===== src/rtl/csr_commit_ctrl_pkg.sv =====
// csr_commit_ctrl_pkg: CSR numbers, exception codes, ESTAT masks and sequencer state shared by the commit controller.
package csr_commit_ctrl_pkg;
  localparam logic [13:0] CSR_CRMD   = 14'h0;
  localparam logic [13:0] CSR_PRMD   = 14'h1;
  localparam logic [13:0] CSR_ESTAT  = 14'h5;
  localparam logic [13:0] CSR_ERA    = 14'h6;
  localparam logic [13:0] CSR_BADV   = 14'h7;
  localparam logic [13:0] CSR_EENTRY = 14'hc;
  localparam logic [5:0] ECODE_INT  = 6'h0;
  localparam logic [5:0] ECODE_ADEF = 6'h8;
  localparam logic [5:0] ECODE_ALE  = 6'h9;
  localparam logic [5:0] ECODE_SYS  = 6'hb;
  localparam logic [5:0] ECODE_BRK  = 6'hc;
  localparam logic [5:0] ECODE_INE  = 6'hd;
  localparam logic [31:0] ESTAT_ECODE_MASK    = 32'h003f_0000;
  localparam logic [31:0] ESTAT_ESUBCODE_MASK = 32'h7fc0_0000;
  typedef enum logic [2:0] {
    IDLE, EX_ERA, EX_ESTAT, EX_BADV, EX_PRMD, EX_CRMD, ERTN_CRMD, REDIR
  } state_t;
  typedef struct packed {
    logic [31:0] pc;
    logic [31:0] vaddr;
    logic [5:0]  ecode;
    logic [8:0]  esubcode;
    logic [2:0]  crmd;
    logic [2:0]  prmd;
    logic [31:0] era;
    logic [31:0] eentry;
    logic        is_ex;
  } ctx_t;
endpackage


===== src/rtl/csr_commit_ctrl_if.sv =====
// csr_commit_ctrl_if: writeback commit inputs, current CSR values, CSR write port and flush redirect.
interface csr_commit_ctrl_if #(parameter int CSR_NUM_W = 14);
  logic                 wb_valid;
  logic                 wb_ready;
  logic                 wb_csr_we;
  logic [CSR_NUM_W-1:0] wb_csr_num;
  logic [31:0]          wb_csr_wvalue;
  logic [31:0]          wb_csr_wmask;
  logic                 wb_ex;
  logic [5:0]           wb_ecode;
  logic [8:0]           wb_esubcode;
  logic [31:0]          wb_pc;
  logic [31:0]          wb_vaddr;
  logic                 wb_ertn;
  logic [31:0]          csr_crmd_rv;
  logic [31:0]          csr_prmd_rv;
  logic [31:0]          csr_era_rv;
  logic [31:0]          csr_eentry_rv;
  logic                 csr_we;
  logic [CSR_NUM_W-1:0] csr_num;
  logic [31:0]          csr_wvalue;
  logic [31:0]          csr_wmask;
  logic                 flush;
  logic [31:0]          flush_pc;
  modport slave (
    input  wb_valid, wb_csr_we, wb_csr_num, wb_csr_wvalue, wb_csr_wmask, wb_ex, wb_ecode,
           wb_esubcode, wb_pc, wb_vaddr, wb_ertn, csr_crmd_rv, csr_prmd_rv, csr_era_rv, csr_eentry_rv,
    output wb_ready, csr_we, csr_num, csr_wvalue, csr_wmask, flush, flush_pc
  );
  modport master (
    output wb_valid, wb_csr_we, wb_csr_num, wb_csr_wvalue, wb_csr_wmask, wb_ex, wb_ecode,
           wb_esubcode, wb_pc, wb_vaddr, wb_ertn, csr_crmd_rv, csr_prmd_rv, csr_era_rv, csr_eentry_rv,
    input  wb_ready, csr_we, csr_num, csr_wvalue, csr_wmask, flush, flush_pc
  );
endinterface


===== src/rtl/csr_commit_ctrl_wr_mux.sv =====
// csr_wr_mux: picks CSR number, data and mask for the write belonging to a sequencer state.
module csr_wr_mux
  import csr_commit_ctrl_pkg::*;
#(
  parameter int CSR_NUM_W = 14
) (
  input  state_t               st,
  input  ctx_t                 ctx,
  input  logic [CSR_NUM_W-1:0] plain_num,
  input  logic [31:0]          plain_wvalue,
  input  logic [31:0]          plain_wmask,
  output logic [CSR_NUM_W-1:0] num,
  output logic [31:0]          wvalue,
  output logic [31:0]          wmask
);
  always_comb begin
    num = st == EX_ERA   ? CSR_NUM_W'(CSR_ERA)   :
          st == EX_ESTAT ? CSR_NUM_W'(CSR_ESTAT) :
          st == EX_BADV  ? CSR_NUM_W'(CSR_BADV)  :
          st == EX_PRMD  ? CSR_NUM_W'(CSR_PRMD)  :
          (st == EX_CRMD || st == ERTN_CRMD) ? CSR_NUM_W'(CSR_CRMD) : plain_num;
    wvalue = st == EX_ERA    ? ctx.pc :
             st == EX_ESTAT  ? {1'b0, ctx.esubcode, ctx.ecode, 16'b0} :
             st == EX_BADV   ? (ctx.ecode == ECODE_ADEF ? ctx.pc : ctx.vaddr) :
             st == EX_PRMD   ? {29'b0, ctx.crmd} :
             st == EX_CRMD   ? 32'b0 :
             st == ERTN_CRMD ? {29'b0, ctx.prmd} : plain_wvalue;
    wmask = (st == EX_ERA || st == EX_BADV) ? 32'hffff_ffff :
            st == EX_ESTAT ? (ESTAT_ECODE_MASK | ESTAT_ESUBCODE_MASK) :
            (st == EX_PRMD || st == EX_CRMD || st == ERTN_CRMD) ? 32'h7 : plain_wmask;
  end
endmodule


===== src/rtl/csr_commit_ctrl.sv =====
// csr_commit_ctrl: owns the CSR write port; passes plain writes and expands exception/ERTN into write sequences plus a flush.
module csr_commit_ctrl
  import csr_commit_ctrl_pkg::*;
#(
  parameter int CSR_NUM_W    = 14,
  parameter int EENTRY_ALIGN = 6
) (
  input logic clk,
  input logic resetn,
  csr_commit_ctrl_if.slave bus
);
  localparam logic [31:0] EE_LOW = (32'd1 << EENTRY_ALIGN) - 32'd1;
  state_t               state, state_d;
  ctx_t                 ctx, ctx_d;
  logic                 acc, plain, we_d;
  logic [CSR_NUM_W-1:0] num_d;
  logic [31:0]          wvalue_d, wmask_d, redir_pc;
  logic                 unused_rv;
  assign unused_rv = ^{bus.csr_crmd_rv[31:3], bus.csr_prmd_rv[31:3]};
  // Outputs are registered from the next state so each write lands in the cycle its state is entered.
  always_comb begin
    acc = bus.wb_valid && state == IDLE;
    plain = acc && !bus.wb_ex && !bus.wb_ertn && bus.wb_csr_we;
    ctx_d = acc ? ctx_t'{pc: bus.wb_pc, vaddr: bus.wb_vaddr, ecode: bus.wb_ecode,
                         esubcode: bus.wb_esubcode, crmd: bus.csr_crmd_rv[2:0],
                         prmd: bus.csr_prmd_rv[2:0], era: bus.csr_era_rv,
                         eentry: bus.csr_eentry_rv, is_ex: bus.wb_ex} : ctx;
    state_d = state == IDLE     ? (acc && bus.wb_ex ? EX_ERA : acc && bus.wb_ertn ? ERTN_CRMD : IDLE) :
              state == EX_ERA   ? EX_ESTAT :
              state == EX_ESTAT ? ((ctx.ecode == ECODE_ADEF || ctx.ecode == ECODE_ALE) ? EX_BADV : EX_PRMD) :
              state == EX_BADV  ? EX_PRMD :
              state == EX_PRMD  ? EX_CRMD :
              (state == EX_CRMD || state == ERTN_CRMD) ? REDIR : IDLE;
    we_d = plain || !(state_d == IDLE || state_d == REDIR);
    redir_pc = ctx_d.is_ex ? ctx_d.eentry & ~EE_LOW : ctx_d.era;
  end
  csr_wr_mux #(.CSR_NUM_W(CSR_NUM_W)) u_mux (
    .st(state_d), .ctx(ctx_d), .plain_num(bus.wb_csr_num), .plain_wvalue(bus.wb_csr_wvalue),
    .plain_wmask(bus.wb_csr_wmask), .num(num_d), .wvalue(wvalue_d), .wmask(wmask_d)
  );
  always_ff @(posedge clk or negedge resetn) begin
    if (!resetn) begin
      state          <= IDLE;
      ctx            <= '0;
      bus.wb_ready   <= 1'b1;
      bus.csr_we     <= 1'b0;
      bus.csr_num    <= '0;
      bus.csr_wvalue <= '0;
      bus.csr_wmask  <= '0;
      bus.flush      <= 1'b0;
      bus.flush_pc   <= '0;
    end else begin
      state          <= state_d;
      ctx            <= ctx_d;
      bus.wb_ready   <= state_d == IDLE;
      bus.csr_we     <= we_d;
      bus.csr_num    <= we_d ? num_d : '0;
      bus.csr_wvalue <= we_d ? wvalue_d : '0;
      bus.csr_wmask  <= we_d ? wmask_d : '0;
      bus.flush      <= state_d == REDIR;
      bus.flush_pc   <= state_d == REDIR ? redir_pc : '0;
    end
  end
endmodule

===== src/flat_wrapper.sv =====
// flat-port wrapper written by rule: the top's interface ports become plain ports
module csr_commit_ctrl_flat import csr_commit_ctrl_pkg::*;
#(
  parameter int CSR_NUM_W    = 14,
  parameter int EENTRY_ALIGN = 6
)
  (clk, resetn, bus_wb_valid, bus_wb_csr_we, bus_wb_csr_num, bus_wb_csr_wvalue, bus_wb_csr_wmask, bus_wb_ex, bus_wb_ecode, bus_wb_esubcode, bus_wb_pc, bus_wb_vaddr, bus_wb_ertn, bus_csr_crmd_rv, bus_csr_prmd_rv, bus_csr_era_rv, bus_csr_eentry_rv, bus_wb_ready, bus_csr_we, bus_csr_num, bus_csr_wvalue, bus_csr_wmask, bus_flush, bus_flush_pc);
  csr_commit_ctrl_if #(.CSR_NUM_W(CSR_NUM_W)) bus_i ();
  input logic clk;
  input logic resetn;
  input wire logic [$bits(bus_i.wb_valid)-1:0] bus_wb_valid;
  input wire logic [$bits(bus_i.wb_csr_we)-1:0] bus_wb_csr_we;
  input wire logic [$bits(bus_i.wb_csr_num)-1:0] bus_wb_csr_num;
  input wire logic [$bits(bus_i.wb_csr_wvalue)-1:0] bus_wb_csr_wvalue;
  input wire logic [$bits(bus_i.wb_csr_wmask)-1:0] bus_wb_csr_wmask;
  input wire logic [$bits(bus_i.wb_ex)-1:0] bus_wb_ex;
  input wire logic [$bits(bus_i.wb_ecode)-1:0] bus_wb_ecode;
  input wire logic [$bits(bus_i.wb_esubcode)-1:0] bus_wb_esubcode;
  input wire logic [$bits(bus_i.wb_pc)-1:0] bus_wb_pc;
  input wire logic [$bits(bus_i.wb_vaddr)-1:0] bus_wb_vaddr;
  input wire logic [$bits(bus_i.wb_ertn)-1:0] bus_wb_ertn;
  input wire logic [$bits(bus_i.csr_crmd_rv)-1:0] bus_csr_crmd_rv;
  input wire logic [$bits(bus_i.csr_prmd_rv)-1:0] bus_csr_prmd_rv;
  input wire logic [$bits(bus_i.csr_era_rv)-1:0] bus_csr_era_rv;
  input wire logic [$bits(bus_i.csr_eentry_rv)-1:0] bus_csr_eentry_rv;
  output wire logic [$bits(bus_i.wb_ready)-1:0] bus_wb_ready;
  output wire logic [$bits(bus_i.csr_we)-1:0] bus_csr_we;
  output wire logic [$bits(bus_i.csr_num)-1:0] bus_csr_num;
  output wire logic [$bits(bus_i.csr_wvalue)-1:0] bus_csr_wvalue;
  output wire logic [$bits(bus_i.csr_wmask)-1:0] bus_csr_wmask;
  output wire logic [$bits(bus_i.flush)-1:0] bus_flush;
  output wire logic [$bits(bus_i.flush_pc)-1:0] bus_flush_pc;
  assign bus_i.wb_valid = bus_wb_valid;
  assign bus_i.wb_csr_we = bus_wb_csr_we;
  assign bus_i.wb_csr_num = bus_wb_csr_num;
  assign bus_i.wb_csr_wvalue = bus_wb_csr_wvalue;
  assign bus_i.wb_csr_wmask = bus_wb_csr_wmask;
  assign bus_i.wb_ex = bus_wb_ex;
  assign bus_i.wb_ecode = bus_wb_ecode;
  assign bus_i.wb_esubcode = bus_wb_esubcode;
  assign bus_i.wb_pc = bus_wb_pc;
  assign bus_i.wb_vaddr = bus_wb_vaddr;
  assign bus_i.wb_ertn = bus_wb_ertn;
  assign bus_i.csr_crmd_rv = bus_csr_crmd_rv;
  assign bus_i.csr_prmd_rv = bus_csr_prmd_rv;
  assign bus_i.csr_era_rv = bus_csr_era_rv;
  assign bus_i.csr_eentry_rv = bus_csr_eentry_rv;
  assign bus_wb_ready = bus_i.wb_ready;
  assign bus_csr_we = bus_i.csr_we;
  assign bus_csr_num = bus_i.csr_num;
  assign bus_csr_wvalue = bus_i.csr_wvalue;
  assign bus_csr_wmask = bus_i.csr_wmask;
  assign bus_flush = bus_i.flush;
  assign bus_flush_pc = bus_i.flush_pc;
  csr_commit_ctrl #(.CSR_NUM_W(CSR_NUM_W), .EENTRY_ALIGN(EENTRY_ALIGN)) u_core (.clk(clk), .resetn(resetn), .bus(bus_i));
endmodule

===== config.mk =====
export PLATFORM = sky130hd
export DESIGN_NAME = csr_commit_ctrl_flat
export DESIGN_NICKNAME = d
export VERILOG_FILES = /design/src/rtl/csr_commit_ctrl_pkg.sv /design/src/rtl/csr_commit_ctrl_if.sv /design/src/rtl/csr_commit_ctrl_wr_mux.sv /design/src/rtl/csr_commit_ctrl.sv /design/src/flat_wrapper.sv
export SDC_FILE = /design/constraint.sdc
export NUM_CORES = 1
export LEC_CHECK = 0
export CORE_MARGIN = 2
export CORE_UTILIZATION = 45
export DETAILED_ROUTE_END_ITERATION = 16
export MAX_ROUTING_LAYER = met4
export PLACE_DENSITY = 0.78
export SLEW_MARGIN = 20
export SYNTH_ARGS = -nofsm -noshare
export SYNTH_HDL_FRONTEND = slang
export SYNTH_HIERARCHICAL = 1
export SYNTH_SLANG_ARGS = --single-unit

===== constraint.sdc =====
create_clock -name clk -period 8.11 [get_ports clk]
set_clock_uncertainty 0.15 [all_clocks]
set_input_delay 1.2165 -clock clk [delete_from_list [all_inputs] [get_ports clk]]
set_output_delay 1.2165 -clock clk [all_outputs]
set_load 0.01 [all_outputs]

Yosys cells after proc, flatten, opt, wreduce, memory -nomap -nowiden
Index checks and enable logic that the tools add are counted.
W data, S select, Z words.
Storage, ports and cells
  flip-flop bits (word level): 266
  input port bits: 291
  output and inout port bits: 113
  word-level logic and storage cells: 83
Cells by class
  eq/ne operators: 16
  multiplexer cells: 30
  reduce and logical (&&, ||, !) cells: 19
Operator list (number)
  $mux W32: 14
  $mux W150: 1
  $mux W14: 6
  $mux W3: 9
  $eq A3 B3 Y1 const B: 7
  $eq A6 B4 Y1 const B: 3
  $eq A3 B2 Y1 const B: 4
  $logic_or A1 B1 Y1: 8
  $eq A3 B1 Y1 const B: 2
  $logic_and A1 B1 Y1: 6
  $logic_not A3 Y1: 2
  $logic_not A1 Y1: 3

Longest topological paths before layout
  depth in word-level cells: 16
  depth in mapped cells: 13
  gate-level depth less buffers: 9

Modules after synthesis
Netlist, hierarchy kept.
By module, submodules not included
  csr_commit_ctrl: instances 1, cells each 707, area an instance 10085.9 um^2, sequential area each 6657.6 um^2
  csr_wr_mux: instances 1, cells each 330, area an instance 1846.8 um^2, sequential area each 0.0 um^2

Worst setup path before layout
No wires, ideal clock.
  kind: in2reg
  start point: input bus_wb_valid
  end point: register u_core.bus.csr_wvalue[2]
  setup time: 0.094 ns
  arrival time: 3.990 ns
  required time: 7.866 ns
  path slack: 3.876 ns
  stages on the path: 11
  buffers on the path: 3
  cell sequence: nor4b_4 > buf_2 > buf_2 > mux2_2 > or4b_4 > or3_1 > buf_2 > mux2i_1 > a221oi_1 > inv_1 > a211oi_1
RTL lines
  start, declared: line flat_wrapper.sv:11  | input wire logic [$bits(bus_i.wb_valid)-1:0] bus_wb_valid;
  end signal, assigned: line csr_commit_ctrl.sv:58  | bus.csr_wvalue <= we_d ? wvalue_d : '0;
  end, declared: line csr_commit_ctrl_if.sv:28  | output wb_ready, csr_we, csr_num, csr_wvalue, csr_wmask, flush, flush_pc

==> flow_metrics.env <==
export IMPL_io_pins=404
export IMPL_drc=0
export IMPL_yosys_warnings=6
export IMPL_seq_area_um2=6510
export IMPL_clock_path_buffers=3
export IMPL_startpoint_type="input pin"
export IMPL_path_max_fanout=39
export IMPL_required_ns=8.38
export IMPL_syn_nets=1316
export IMPL_h_tree_depth=1
export IMPL_cts_root_buf="clkbuf_16"
export IMPL_max_slew_margin=0.281
export IMPL_finalHoldViolations=0
export IMPL_die_w_um=165
export IMPL_fin_crit_sh=0.636
export IMPL_nets=1617
export IMPL_grt_ovfl_total=0
export IMPL_wirelength_um=32200
export IMPL_grt_first_pass_wirelength_um=48700
export IMPL_antenna_left=0
export IMPL_multi_input_comb_area_um2=4580
export IMPL_synth_cell_area_um2=11700
export IMPL_worstSetupEndpointType="flip-flop"
export IMPL_syn_avg_cell_area_um2=11.4
export IMPL_numCtsBuffers=29
export IMPL_crit_arrival_ns=5.42
export IMPL_wl_per_cell_um=19.1
export IMPL_fin_tns_setup_ns=0
export IMPL_fill_cells=2037
export IMPL_hold_class="reg2reg"
export IMPL_worstMarginPinSlew_ns=1.08
export IMPL_rsz0062_at_grt="no"
export IMPL_hpwl_um=21000
export IMPL_place_congestion=0.800
export IMPL_slew_viol_final=0
export IMPL_status="completed"
export IMPL_cts_setup_buffers=0
export IMPL_setup_viol=0
export IMPL_power_density_nw_per_um2=426
export IMPL_clkSlewWorstSetupHoldPaths_ns=0.06
export IMPL_syn_to_final_growth_pct=39.6
export IMPL_cts_sinks=260
export IMPL_first_pass_iters=4
export IMPL_fin_crit_ns=5.15
export IMPL_grt_use_total=0.235
export IMPL_ir_drop_mv=0.355
export IMPL_cts_tree="built"
export IMPL_placed_cell_area_um2=15300
export IMPL_initial_utilization=0.453
export IMPL_grt_max_degree=141
export IMPL_core_area_um2=25800
export IMPL_dieArea_um2=27300
export IMPL_die_height_um=165
export IMPL_syn_instance_count=1025
export IMPL_antenna_found_initial=5
export IMPL_maxCapViolations=0
export IMPL_insertion_delay_ns=0.53
export IMPL_vias_per_cell=5.35
export IMPL_drive_above_1_share=0.181
export IMPL_rows=59
export IMPL_vias=9017
export IMPL_p_leak_uw=0.00687
export IMPL_first_iter_violations=550
export IMPL_crit_type="in2reg"
export IMPL_port_buffers=339
export IMPL_grt_pass1_vias=8828
export IMPL_cts_resized_gates=0
export IMPL_hold_buffers=0
export IMPL_design_area_um2=16400
export IMPL_clock_fmax_mhz=194
==> path summary, 6_finish.rpt <==
check | depth (start not counted) | slack, ns | startpoint | endpoint
worst max register to register | 9 | 3.51 | u_core/state[1] | u_core/bus.csr_wvalue[13]
worst min-delay path | 1 | 0.34 | u_core/ctx[129] | u_core/ctx[129]
worst max-delay path | 10 | 2.96 | bus_wb_valid | u_core/bus.csr_wvalue[13]
min in group asynchronous | 1 | 0.42 | resetn | u_core/bus.flush_pc[11]
worst min register to register | 1 | 0.34 | u_core/ctx[129] | u_core/ctx[129]
max in group asynchronous | 3 | 5.94 | resetn | u_core/bus.csr_wmask[5]
==> state kept, by name (all words and copies together), names as in the netlist <==
register,count
u_core/ctx,144
u_core/bus.csr_wvalue,32
u_core/bus.csr_wmask,32
u_core/state,3
u_core/bus.csr_we,1
u_core/bus.wb_ready,1
u_core/bus.flush_pc,32
u_core/bus.csr_num,14
u_core/bus.flush,1
==> area by class of cell <==
type | count | area share
Antenna cell | 5 | 0.000765
Clock buffer | 43 | 0.0525
Clock inverter | 8 | 0.00574
Inverter | 83 | 0.0190
Multi-Input combinational cell | 596 | 0.280
Sequential cell | 260 | 0.398
Tap cell | 335 | 0.0256
Timing Repair Buffer | 356 | 0.218
==> metrics by stage <==
step / util / hold WS [ns] / instances / total power [uW] / setup slack [ns]
after floorplan: - / 0.316 / 1025 / 4550 / 3.88
after global placement: 0.594 / 0.324 / 1628 / 5560 / 2.46
after CTS: 0.631 / 0.344 / 1679 / 7010 / 2.95
final: 0.633 / 0.343 / 1686 / 6980 / 2.96
after detailed placement: 0.594 / 0.330 / 1628 / 5680 / 2.42
after global routing: 0.633 / 0.358 / 1686 / 7480 / 2.67
==> critical path, stage by stage <==
cell and delay, ns:
clkdlybuf4s50_1 0.53, nor4b_4 0.54, buf_4 0.57, mux2_2 0.42, or4b_4 0.59, o31ai_4 0.86, mux2i_1 0.20, o2bb2ai_2 0.16
inv_1 0.07, a211oi_1 0.26
==> power breakdown <==
part | internal [uW] | switching (uW) | total (uW)
clock network | 789 | 509 | 1300
logic | 1590 | 1970 | 3560
registers | 1890 | 224 | 2120
total | 4270 | 2700 | 6980
==> cells in the final DEF (no fill, tap or decap), types with 5 or more instances in the layout <==
cell type	instances
a211oi_1	70
a211oi_2	9
a21oi_1	72
a31oi_1	15
and2_1	13
buf_4	14
clkbuf_1	6
clkbuf_16	29
clkbuf_8	8
clkdlybuf4s50_1	338
clkinv_2	5
dfrtp_1	259
diode_2	5
inv_1	80
mux2_2	145
mux2i_1	43
nand2_1	67
nand2b_1	7
nand3_1	5
nor2_1	52
nor3b_1	7
o21ai_0	32
o22ai_1	16
o2bb2ai_1	7
o2bb2ai_2	10
==> layer usage <==
layer | vias to the layer above | routed length, um | track usage
met5 | - | 0 | -
met4 | 0 | 1040 | 0.0799
met3 | 62 | 2370 | 0.0547
met2 | 305 | 15600 | 0.372
met1 | 4468 | 13200 | 0.300
li1 | 4182 | - | -
(Power assumes the default switching activity.)
